===== src/rtl/demux_frame_dispatcher.sv =====
// Serialises a parallel word MSB-first onto the 1-to-4 demux data line, with per-bit framing strobes.
// Optional DEMUX_DISPATCH_PARITY_EN appends an even-parity bit after the data bits.
module demux_frame_dispatcher #(
    parameter int unsigned DATA_W = 8
) (
    input  logic              clk,
    input  logic              rst,
    input  logic              in_valid,
    output logic              in_ready,
    input  logic [DATA_W-1:0] in_data,
    input  logic [1:0]        in_dest,
    output logic [1:0]        sel,
    output logic              din,
    output logic              bit_valid,
    output logic              frame_start,
    output logic              frame_end,
    output logic              busy
);

    localparam int unsigned CntW = $clog2(DATA_W + 1);

`ifdef DEMUX_DISPATCH_PARITY_EN
    localparam int unsigned LastIdx = DATA_W;
`else
    localparam int unsigned LastIdx = DATA_W - 1;
`endif

    // Index of the final bit of a frame (data bits, plus parity when enabled).
    localparam logic [CntW-1:0] LastCnt = CntW'(LastIdx);

    generate
        if (DATA_W < 2 || DATA_W > 32) begin : g_bad_width
            $error("demux_frame_dispatcher: DATA_W must be in 2..32");
        end
    endgenerate

    typedef enum logic [1:0] {
        StIdle,
        StShift,
        StGap
    } state_e;

    state_e            state_q;
    logic [DATA_W-1:0] shreg_q;
    logic [CntW-1:0]   cnt_q;
    logic [CntW-1:0]   cnt_nxt;
    logic              next_bit;

`ifdef DEMUX_DISPATCH_PARITY_EN
    localparam logic [CntW-1:0] DataCnt = CntW'(DATA_W);
    logic parity_q;
`endif

    assign in_ready = (state_q == StIdle) && !rst;
    assign cnt_nxt  = cnt_q + 1'b1;

    // shreg rotates, so bit DATA_W-2 is always the next data bit to present.
    always_comb begin
        next_bit = shreg_q[DATA_W-2];
`ifdef DEMUX_DISPATCH_PARITY_EN
        if (cnt_nxt == DataCnt) begin
            next_bit = parity_q;
        end
`endif
    end

    always_ff @(posedge clk or posedge rst) begin
        if (rst) begin
            state_q     <= StIdle;
            shreg_q     <= '0;
            cnt_q       <= '0;
            sel         <= 2'd0;
            din         <= 1'b0;
            bit_valid   <= 1'b0;
            frame_start <= 1'b0;
            frame_end   <= 1'b0;
            busy        <= 1'b0;
`ifdef DEMUX_DISPATCH_PARITY_EN
            parity_q    <= 1'b0;
`endif
        end else begin
            unique case (state_q)
                StIdle: begin
                    if (in_valid) begin
                        // The first bit goes out on the accept edge itself.
                        state_q     <= StShift;
                        shreg_q     <= in_data;
                        cnt_q       <= '0;
                        sel         <= in_dest;
                        din         <= in_data[DATA_W-1];
                        bit_valid   <= 1'b1;
                        frame_start <= 1'b1;
                        frame_end   <= 1'b0;
                        busy        <= 1'b1;
`ifdef DEMUX_DISPATCH_PARITY_EN
                        parity_q    <= ^in_data;
`endif
                    end
                end
                StShift: begin
                    frame_start <= 1'b0;
                    if (cnt_q == LastCnt) begin
                        state_q   <= StGap;
                        din       <= 1'b0;
                        bit_valid <= 1'b0;
                        frame_end <= 1'b0;
                    end else begin
                        cnt_q     <= cnt_nxt;
                        shreg_q   <= {shreg_q[DATA_W-2:0], shreg_q[DATA_W-1]};
                        din       <= next_bit;
                        frame_end <= (cnt_nxt == LastCnt);
                    end
                end
                StGap: begin
                    state_q <= StIdle;
                    busy    <= 1'b0;
                end
                default: begin
                    state_q <= StIdle;
                end
            endcase
        end
    end

endmodule


===== config.mk =====
export PLATFORM = sky130hd
export DESIGN_NAME = demux_frame_dispatcher
export DESIGN_NICKNAME = d
export VERILOG_FILES = /design/src/rtl/demux_frame_dispatcher.sv
export SDC_FILE = /design/constraint.sdc
export NUM_CORES = 1
export LEC_CHECK = 0
export BUFFER_PORTS_ARGS = -buffer_cell sky130_fd_sc_hd__clkbuf_2
export CORE_MARGIN = 1.5
export CORE_UTILIZATION = 45
export CTS_BUF_LIST = sky130_fd_sc_hd__clkbuf_8
export DETAILED_ROUTE_END_ITERATION = 12
export PLACE_DENSITY = 0.67
export SYNTH_ARGS = -nofsm -noshare
export SYNTH_HDL_FRONTEND = slang
export SYNTH_SLANG_ARGS = --single-unit

===== constraint.sdc =====
create_clock -name clk -period 2 [get_ports clk]
set_input_delay 0.2 -clock clk [delete_from_list [all_inputs] [get_ports clk]]
set_output_delay 0.2 -clock clk [all_outputs]
set_load 0.01 [all_outputs]

**Word-level counts from Yosys, hierarchy flattened**

Cells that the tools add are included.
Widths: inputs -> output; s select.

- Memories kept: 0
- Latch bits: 0
- Register bits: 21
- Memory bits (writable): 0
- Bits of input ports: 13
- ROM bits: 0

- Eq/ne operators: 7
- $lt $le $gt $ge: 0
- Reduce and logical (&&, ||, !) cells: 11
- Shifts and indexed selects: 0
- Div/mod/pow operators: 0
- Multiply operators: 0
- Add/sub/neg operators: 1
- Bitwise operators: 0
- Mux-type cells: 20

Operator list:

| kind | count |
|---|---|
| $mux 8 | 2 |
| $pmux 8 s2 | 1 |
| $pmux 1 s2 | 5 |
| $eq 4x3->1 const B | 2 |
| $mux 4 | 2 |
| $pmux 4 s2 | 1 |
| $reduce_and 2->1 | 4 |
| $mux 1 | 6 |
| $ne 2x2->1 const B | 3 |
| $reduce_and 3->1 | 2 |
| $add 4x1->4 const B | 1 |
| $mux 2 | 2 |
| $pmux 2 s2 | 1 |
| $reduce_bool 2->1 | 2 |
| $eq 2x1->1 const B | 1 |
| $eq 2x2->1 const B | 1 |
| $logic_not 2->1 | 1 |
| $logic_and 1x1->1 | 1 |
| $logic_not 1->1 | 1 |

**Longest topological paths before layout**

Gate-level depths: netlist (run 1).

- Depth after elaboration: 4
- Depth in mapped cells: 5

**Worst setup path before layout (run 1)**

No wires, ideal clock.

- Path type: register to register
- From: reg cnt_q[0]
- To: reg shreg_q[0]
- Setup slack: 0.477 ns
- Library setup time: 0.125 ns
- Required time: 1.875 ns
- Path buffers: 1
- Arrival time: 1.398 ns
- Stages on the path, launching flop included: 6
- Cell sequence: dfrtp_1 ha_1 nand3b_4 o21ba_1 buf_6 mux2_4

- Word-level cells in the longest chain between the ends: 3

RTL lines:

| what | line | text |
|---|---|---|
| start, declared | 45 | `logic [CntW-1:0] cnt_q;` |
| start signal, assigned | 108 | `cnt_q <= cnt_nxt;` |
| $eq 4x3->1 | 102 | `if (cnt_q == LastCnt) begin` |
| $ne 2x2->1 (no line) | n/a |  |
| $reduce_and 3->1 (no line) | n/a |  |
| end signal, assigned | 87 | `shreg_q <= in_data;` |
| end signal, assigned | 109 | `shreg_q <= {shreg_q[DATA_W-2:0], shreg_q[DATA_W-1]};` |
| end, declared | 44 | `logic [DATA_W-1:0] shreg_q;` |

Every way passes these cells.
A chain may end at the register's enable or synchronous reset.

**Worst setup path after layout (run 1)**

- From: reg cnt_q[0]
- To: reg shreg_q[4]

The elaborated chain is that of the path after synthesis.

==> key figures, run 1 <==
Clock tree
  • H-tree depth: 1
  • # clock sinks: 21
  • Clock root cell: clkbuf_8
  • Clk_lat worst skew: 260 ps
  • Post CTS Setup Buffer Count: 0
  • Clk buf depth: 2
  • Reg clk slew, reported paths: 80 ps
  • Hold_buf cts: 0
  • Cts repair resizes: 0
  • CTS tree: done
  • Num CTS Buffers: 3

Cells and area
  • Antenna cell count: 0
  • Fin nets: 126
  • Area growth from synthesis to layout: 14.9%
  • Multi-input logic area: 514 sq um
  • Finished Layout Cells: 138
  • Layout cells sized above 1: 43.6%
  • Flip-flop and latch area: 526 sq um
  • Number of fill cells in the layout: 208
  • Commonest non-fill, non-tap cell in the layout: dfrtp_1
  • Commonest cells after routing, fill and taps aside: 21 x dfrtp_1, 20 x clkbuf_2, 11 x mux2_2

Critical path
  • Critical path type: flop to flop
  • Critical Path AT: 1950 ps
  • CP Launch Type: flop
  • CP Launch Point: cnt_q[0]
  • Critical Path Fanout Max: 9
  • Critical R2R Launch: cnt_q[0]
  • Crit. End Element: flop
  • Worst EP required: 2140 ps

Logic synthesis
  • Distinct cells, synth: 27
  • Warnings, synthesis: 0
  • Syn_area_per_cell: 12.3 sq um
  • Syn Inst Count: 88
  • Synth Register Bits: 21
  • Post-synthesis sequential area ratio: 48.4%
  • Post-synthesis instance area: 1090 sq um
  • Syn_nets: 103

Global route
  • Congestion Overflow GR: 0
  • GRT Total Usage: 17.4%
  • Vias in the first global route: 723
  • Largest net degree at the start of global routing: 22
  • Antenna violations before repair: 0
  • First-pass GRT wire length: 3440 microns

Detailed routing
  • Via density: 5.20
  • Drt first pass iters: 4
  • DRT iter0 DRCs: 5
  • Via count: 717
  • Antenna-violating nets left: 0
  • Wirelength per Cell: 13.8 microns
  • Drt total wl: 1900 microns
  • Post-route DRC: 0

Timing
  • Hold Worst Slack: 71.8 ps
  • Post-route clock skew: 5.00 ps
  • Final hold vios: 0
  • Final Setup Violations: 0
  • Max-slew violations: 0
  • Tcrit/Tclk final: 90.6%
  • Fmax: 0.552 GHz
  • Min cycle time layout: 1810 ps
  • Worst setup margin: 188 ps
  • Actual slew at the worst max-slew pin: 781 ps
  • Slew HR: 47.9%
  • Setup TNS: 0 ps
  • Unrepaired setup endpoints after global routing: false

Floorplan
  • Initial core utilization: 48.2%
  • Core area: 2250 sq um
  • Top Ports: 21
  • Die width: 52.1 microns
  • # rows: 17
  • Die area: 2720 sq um
  • Die height: 52.1 microns

Placed design
  • Dpl hpwl: 1330 microns
  • Worst slack, placed: 174 ps
  • RePlAce Congestion: 0.736
  • I/O Buffers: 20
  • Placed cell count: 134

Power and ir drop
  • Tot Pwr: 2.05 mW
  • Maximum VDD drop: 0.000737 V
  • LEAKAGE: 0.641 nW
  • Pwr dens: 1640 nW/um^2

Outcome
  • Status: complete, no violations

Flow run
  • Max-cap viol count: 0

Hold path
  • Hold Crit Class: input pin to asynchronous set/reset pin
## metal layers
layer	part of all wire [%]	GRT usage [%]	wire, microns	up-vias
met2	48	27.2	912	15
met4	0.74	6.58	14	0
met3	2.9	3.45	55	2
li1	-	-	-	350
met5	0	0	0	-
met1	48	23.7	917	350
## state kept, by name, indices dropped and copies added, names as in the netlist
register / cells
bit_valid: 1
busy: 1
cnt_q: 4
din: 1
frame_end: 1
frame_start: 1
sel: 2
shreg_q: 8
state_q: 2
## critical path: stages, from the launching register on
cell and delay (ps):
dfrtp_1 430, ha_1 290, nand3b_4 150, o21ba_1 480
mux2_4 340
## area by class of cell
type,instances,area share [%]
clock buffer,3,3.31
clock inverter,1,0.401
inverter,5,1.50
multi-input combinational,59,41.2
sequential,21,42.1
tap,28,2.81
timing repair buffer,21,8.63
## path summary, 6_finish.rpt
path	end	slack, ps	cells after the start
worst min-delay path	cnt_q[2]	70	2
worst min register to register	frame_end	500	2
min in group clk	sel[1]	180	2
max in group asynchronous	cnt_q[0]	1440	2
worst max-delay path	shreg_q[4]	190	4
worst max register to register	shreg_q[4]	190	4
## kinds of logic (layout without fill, tap and decap cells)
group | count (synthesis) | after routing | synth area share [%]
mux | 21 | 21 | 24.3
xor+xnor | 2 | 2 | 1.61
compound gates | 13 | 13 | 7.95
buf+inv | 8 | 30 | 4.26
flops | 21 | 21 | 48.4
fa+ha+maj | 2 | 2 | 2.30
simple gates | 21 | 21 | 11.2
## metrics by stage
stage | instance area (sq um) | utilization (%)
after floorplan | 1090 | -
after CTS | 1250 | 55.3
after detailed placement | 1200 | 53.3
after global placement | 1200 | 53.3
final | 1250 | 55.3
after global routing | 1250 | 55.3
## Yosys cell counts
cell      count  area share [%]
xor2_1        1            0.81
inv_1         4             1.4
nand4_1       1            0.58
buf_2         1            0.46
ha_1          2             2.3
xnor2_1       1            0.81
nor2_1        6             2.1
nand2b_1      1            0.58
nand2_1       5             1.7
nor2b_4       1             1.3
o21ai_0       5             2.3
mux2i_1       2             1.8
inv_2         1            0.35
a32o_1        1            0.92
nor3_1        2            0.92
a222oi_1      1            0.92
dfrtp_1      21              48
a21oi_1       4             1.8
nor3b_1       1            0.69
mux2_4        8              11
nand3_1       2            0.92
mux2_2       11              11
o21ba_1       1            0.92
buf_6         2             2.1
nor2b_1       1            0.58
nand3b_4      1             1.8
o21bai_2      1             1.0
## power breakdown
group          leakage [nW]  internal [mW]  switching (mW)
clock network        0.0255          0.138           0.133
logic                 0.367          0.577           0.406
registers             0.248          0.631           0.164
Note: power is estimated with default switching activity, not from simulation.
==> run 2, diff against run 1 <==
Settings changed: ABC_AREA from default to 1, CORE_UTILIZATION 45 to 32, PLACE_DENSITY 0.67 to 0.51.
==> run 2 against run 1 <==
Design area shrank 3.1%. Sequential power shrank 7.3%. Register-to-register slack gained 280 ps. Clock-buffer cell count is the same. Non-clock buffer count shrank 1. Synthesized area shrank 4.7%. Setup slack gained 280 ps. Combinational power shrank 10%. Cell count grew 34%. Clock power is essentially flat. Die area grew 32%.
==> key figures, run 2 <==
Floorplan
  • Die height: 59.9 microns (was 52.1 microns)
  • # rows: 20 (was 17)
  • Die width: 59.9 microns (was 52.1 microns)
  • Top Ports: 21 (unchanged)
  • Die area: 3580 sq um (was 2720 sq um)
  • Core area: 3050 sq um (was 2250 sq um)
  • Initial core utilization: 33.9% (was 48.2%)

Clock tree
  • Num CTS Buffers: 3 (unchanged)
  • Clk buf depth: 2 (unchanged)
  • Clock root cell: clkbuf_8 (unchanged)
  • Hold_buf cts: 0 (unchanged)
  • Clk_lat worst skew: 260 ps (about the same)
  • Post CTS Setup Buffer Count: 0 (unchanged)
  • CTS tree: done (unchanged)
  • Cts repair resizes: 0 (unchanged)
  • H-tree depth: 1 (unchanged)
  • Reg clk slew, reported paths: 80 ps (about the same)
  • # clock sinks: 21 (unchanged)

Timing
  • Unrepaired setup endpoints after global routing: false (unchanged)
  • Tcrit/Tclk final: 76.5% (was 90.6%)
  • Fmax: 0.654 GHz (was 0.552 GHz)
  • Setup TNS: 0 ps (unchanged)
  • Actual slew at the worst max-slew pin: 826 ps (was 781 ps)
  • Final hold vios: 0 (unchanged)
  • Min cycle time layout: 1530 ps (was 1810 ps)
  • Hold Worst Slack: 88.4 ps (was 71.8 ps)
  • Final Setup Violations: 0 (unchanged)
  • Max-slew violations: 0 (unchanged)
  • Slew HR: 44.9% (was 47.9%)
  • Post-route clock skew: 4.13 ps (was 5.00 ps)

Power and ir drop
  • LEAKAGE: 0.647 nW (was 0.641 nW)
  • Part of the power in registers: 38.9% (was 38.8%)
  • Clock share of power: 14.5% (was 13.2%)
  • Switching power: 0.826 mW (was 0.703 mW)
  • Pwr dens: 1570 nW/um^2 (was 1640 nW/um^2)
  • Maximum VDD drop: 0.000548 V (was 0.000737 V)
  • Tot Pwr: 1.89 mW (was 2.05 mW)
  • Net Sw Frac: 43.7% (was 34.3%)
  • Power Internal: 1.07 mW (was 1.35 mW)
  • Combinational power share: 46.6% (was 48.0%)

Logic synthesis
  • Most numerous cell in the Yosys netlist: nand2_1 (was dfrtp_1)
  • Most frequent cells after synthesis: 37 x nand2_1, 21 x dfrtp_1, 20 x inv_1 (was 21 x dfrtp_1, 11 x mux2_2, 8 x mux2_4)
  • Post-synthesis instance area: 1030 sq um (was 1090 sq um)
  • Warnings, synthesis: 0 (unchanged)
  • Syn_nets: 135 (was 103)
  • Syn_area_per_cell: 8.62 sq um (was 12.3 sq um)
  • Share of the synthesized area in the top cell type: 50.8% (was 48.4%)
  • Synth Register Bits: 21 (unchanged)
  • Top cells by area, synth: dfrtp_1 51%, nand2_1 13%, o21ai_2 8.5%, inv_1 7.3%, o21ai_0 5.3% (was dfrtp_1 48%, mux2_2 11%, mux2_4 11%, ha_1 2.3%, o21ai_0 2.3%)
  • Syn Inst Count: 120 (was 88)
  • FFs w/ async S/R, synth: 100% (unchanged)
  • Cell taking the most area after synthesis: dfrtp_1 (unchanged)
  • Post-synthesis sequential area ratio: 50.8% (was 48.4%)
  • Synth Flop Type: dfrtp_1 (unchanged)
  • Distinct cells, synth: 17 (was 27)
  • Number of enable flip-flop cells after synthesis: 0 (unchanged)

Detailed routing
  • Via density: 4.32 (was 5.20)
  • Drt total wl: 1930 microns (was 1900 microns)
  • Wirelength per Cell: 10.4 microns (was 13.8 microns)
  • Met2 routed WL: 968 microns (was 912 microns)
  • Antenna-violating nets left: 0 (unchanged)
  • Top sig layer: met4 (unchanged)
  • WL met3: 73 microns (was 55 microns)
  • Post-route DRC: 0 (unchanged)
  • Routed metal-1 wire length: 872 microns (was 917 microns)
  • Drt first pass iters: 4 (unchanged)
  • DRT iter0 DRCs: 22 (was 5)
  • Via count: 800 (was 717)

Global route
  • First-pass GRT wire length: 3360 microns (was 3440 microns)
  • Largest net degree at the start of global routing: 22 (unchanged)
  • Antenna violations before repair: 0 (unchanged)
  • Vias in the first global route: 759 (was 723)
  • GRT Total Usage: 12.6% (was 17.4%)
  • Congestion Overflow GR: 0 (unchanged)

Critical path
  • Largest stage delay, worst path: 430 ps (was 480 ps)
  • Buf/Inv on CP: 1 (was 0)
  • Critical R2R Launch: cnt_q[1] (was cnt_q[0])
  • Crit. End Element: flop (unchanged)
  • CP Launch Type: flop (unchanged)
  • CP top delay family: simple AND/OR/NAND/NOR gates (was compound AO/OA/AOI/OAI gates)
  • Worst EP required: 2160 ps (was 2140 ps)
  • CP Launch Point: cnt_q[1] (was cnt_q[0])
  • CP Cell Sequence: ha_1, nand3_1, nand2_2, nand2_2, inv_1, nand2_1, nand2_1 (was ha_1, nand3b_4, o21ba_1, mux2_4)
  • Critical Path AT: 1690 ps (was 1950 ps)
  • Crit-path slowest cell: dfrtp_1 (was o21ba_1)
  • Worst path depth: 7 (was 4)
  • Critical Path Fanout Max: 20 (was 9)
  • Critical path type: flop to flop (unchanged)
  • Reg2reg path depth: 7 (was 4)

Cells and area
  • Commonest non-fill, non-tap cell in the layout: nand2_1 (was dfrtp_1)
  • Core Util, Final: 39.6% (was 55.3%)
  • Most flops, register: shreg_q (unchanged)
  • Finished Cell Area: 1210 sq um (was 1250 sq um)
  • Fin nets: 157 (was 126)
  • Largest register FFs: 8 (unchanged)
  • Antenna cell count: 0 (unchanged)
  • Layout cells sized above 1: 29.1% (was 43.6%)
  • Number of fill cells in the layout: 334 (was 208)
  • Top flop regs: shreg_q x8, cnt_q x4 (unchanged)
  • Commonest cells after routing, fill and taps aside: 37 x nand2_1, 21 x inv_1, 21 x dfrtp_1 (was 21 x dfrtp_1, 20 x clkbuf_2, 11 x mux2_2)
  • Area growth from synthesis to layout: 16.8% (was 14.9%)

Placed design
  • Dpl hpwl: 1400 microns (was 1330 microns)
  • RePlAce Congestion: 0.751 (was 0.736)
  • Placed cell area: 1160 sq um (was 1200 sq um)
  • I/O Buffers: 20 (unchanged)

Outcome
  • Status: complete, no violations (unchanged)

Hold path
  • Hold Crit Class: input pin to asynchronous set/reset pin (unchanged)

Flow run
  • Max-cap viol count: 0 (unchanged)
## run 2: cell count changes after synthesis, sizes merged, moves of 16 or more
cell / change
o21ai: +16
nand2: +35
mux2: -19
inv: +17
## run 2: worst paths after layout
| path | slack (ps) | to |
|---|---|---|
| min | 90 | bit_valid |
| max in group asynchronous | 1400 | shreg_q[3] |
| min in group clk | 170 | sel[1] |
| max reg2reg | 470 | cnt_q[1] |
| min reg2reg | 480 | bit_valid |
| max | 470 | cnt_q[1] |
## run 2: per-layer routing
layer / vias to the layer above / track usage, %
met5: - / 0
met4: 0 / 5.71
met3: 2 / 3.03
met2: 13 / 20.2
met1: 371 / 16.1
li1: 414 / -
## run 2: cells by family after synthesis
logic type | share of synthesized area (%)
compound gates | 13.8
fa+ha+maj | 2.42
buf+inv | 10.5
flops | 50.8
simple gates | 22.5
## run 2: power groups by stage
stage / clock network (mW) / logic (mW) / registers (mW)
floorplan: 0 / 0.712 / 0.753
finish: 0.274 / 0.881 / 0.736
global route: 0.306 / 1.03 / 0.764
global placement: 0 / 0.876 / 0.734
CTS: 0.287 / 0.901 / 0.735
detailed placement: 0 / 0.899 / 0.742
## run 2: worst register-to-register path: cells and delay by family (launching register included)
| family | cells | cell delay, ps |
|---|---|---|
| flip-flops | 1 | 430 |
| buffers and inverters | 1 | 110 |
| adder cells (fa/ha/maj) | 1 | 230 |
| AND/OR/NAND/NOR | 5 | 660 |
## run 2: cell type report
type / count / area (sq um) / share of cell area [%]
flip-flops and latches: 21 / 526 / 43.5
multi-input cells: 74 / 400 / 33.1
repair buffers: 20 / 100 / 8.28
inverters: 22 / 82.6 / 6.83
well taps: 44 / 55.1 / 4.55
clock buffers: 3 / 41.3 / 3.42
clock inverters: 1 / 3.75 / 0.311
## run 2: through the flow
step           instances  setup slack [ps]
3_3_place_gp         181               511
5_1_grt              185               351
2_1_floorplan        120               802
3_5_place_dp         181               477
4_1_cts              185               470
6_report             185               471
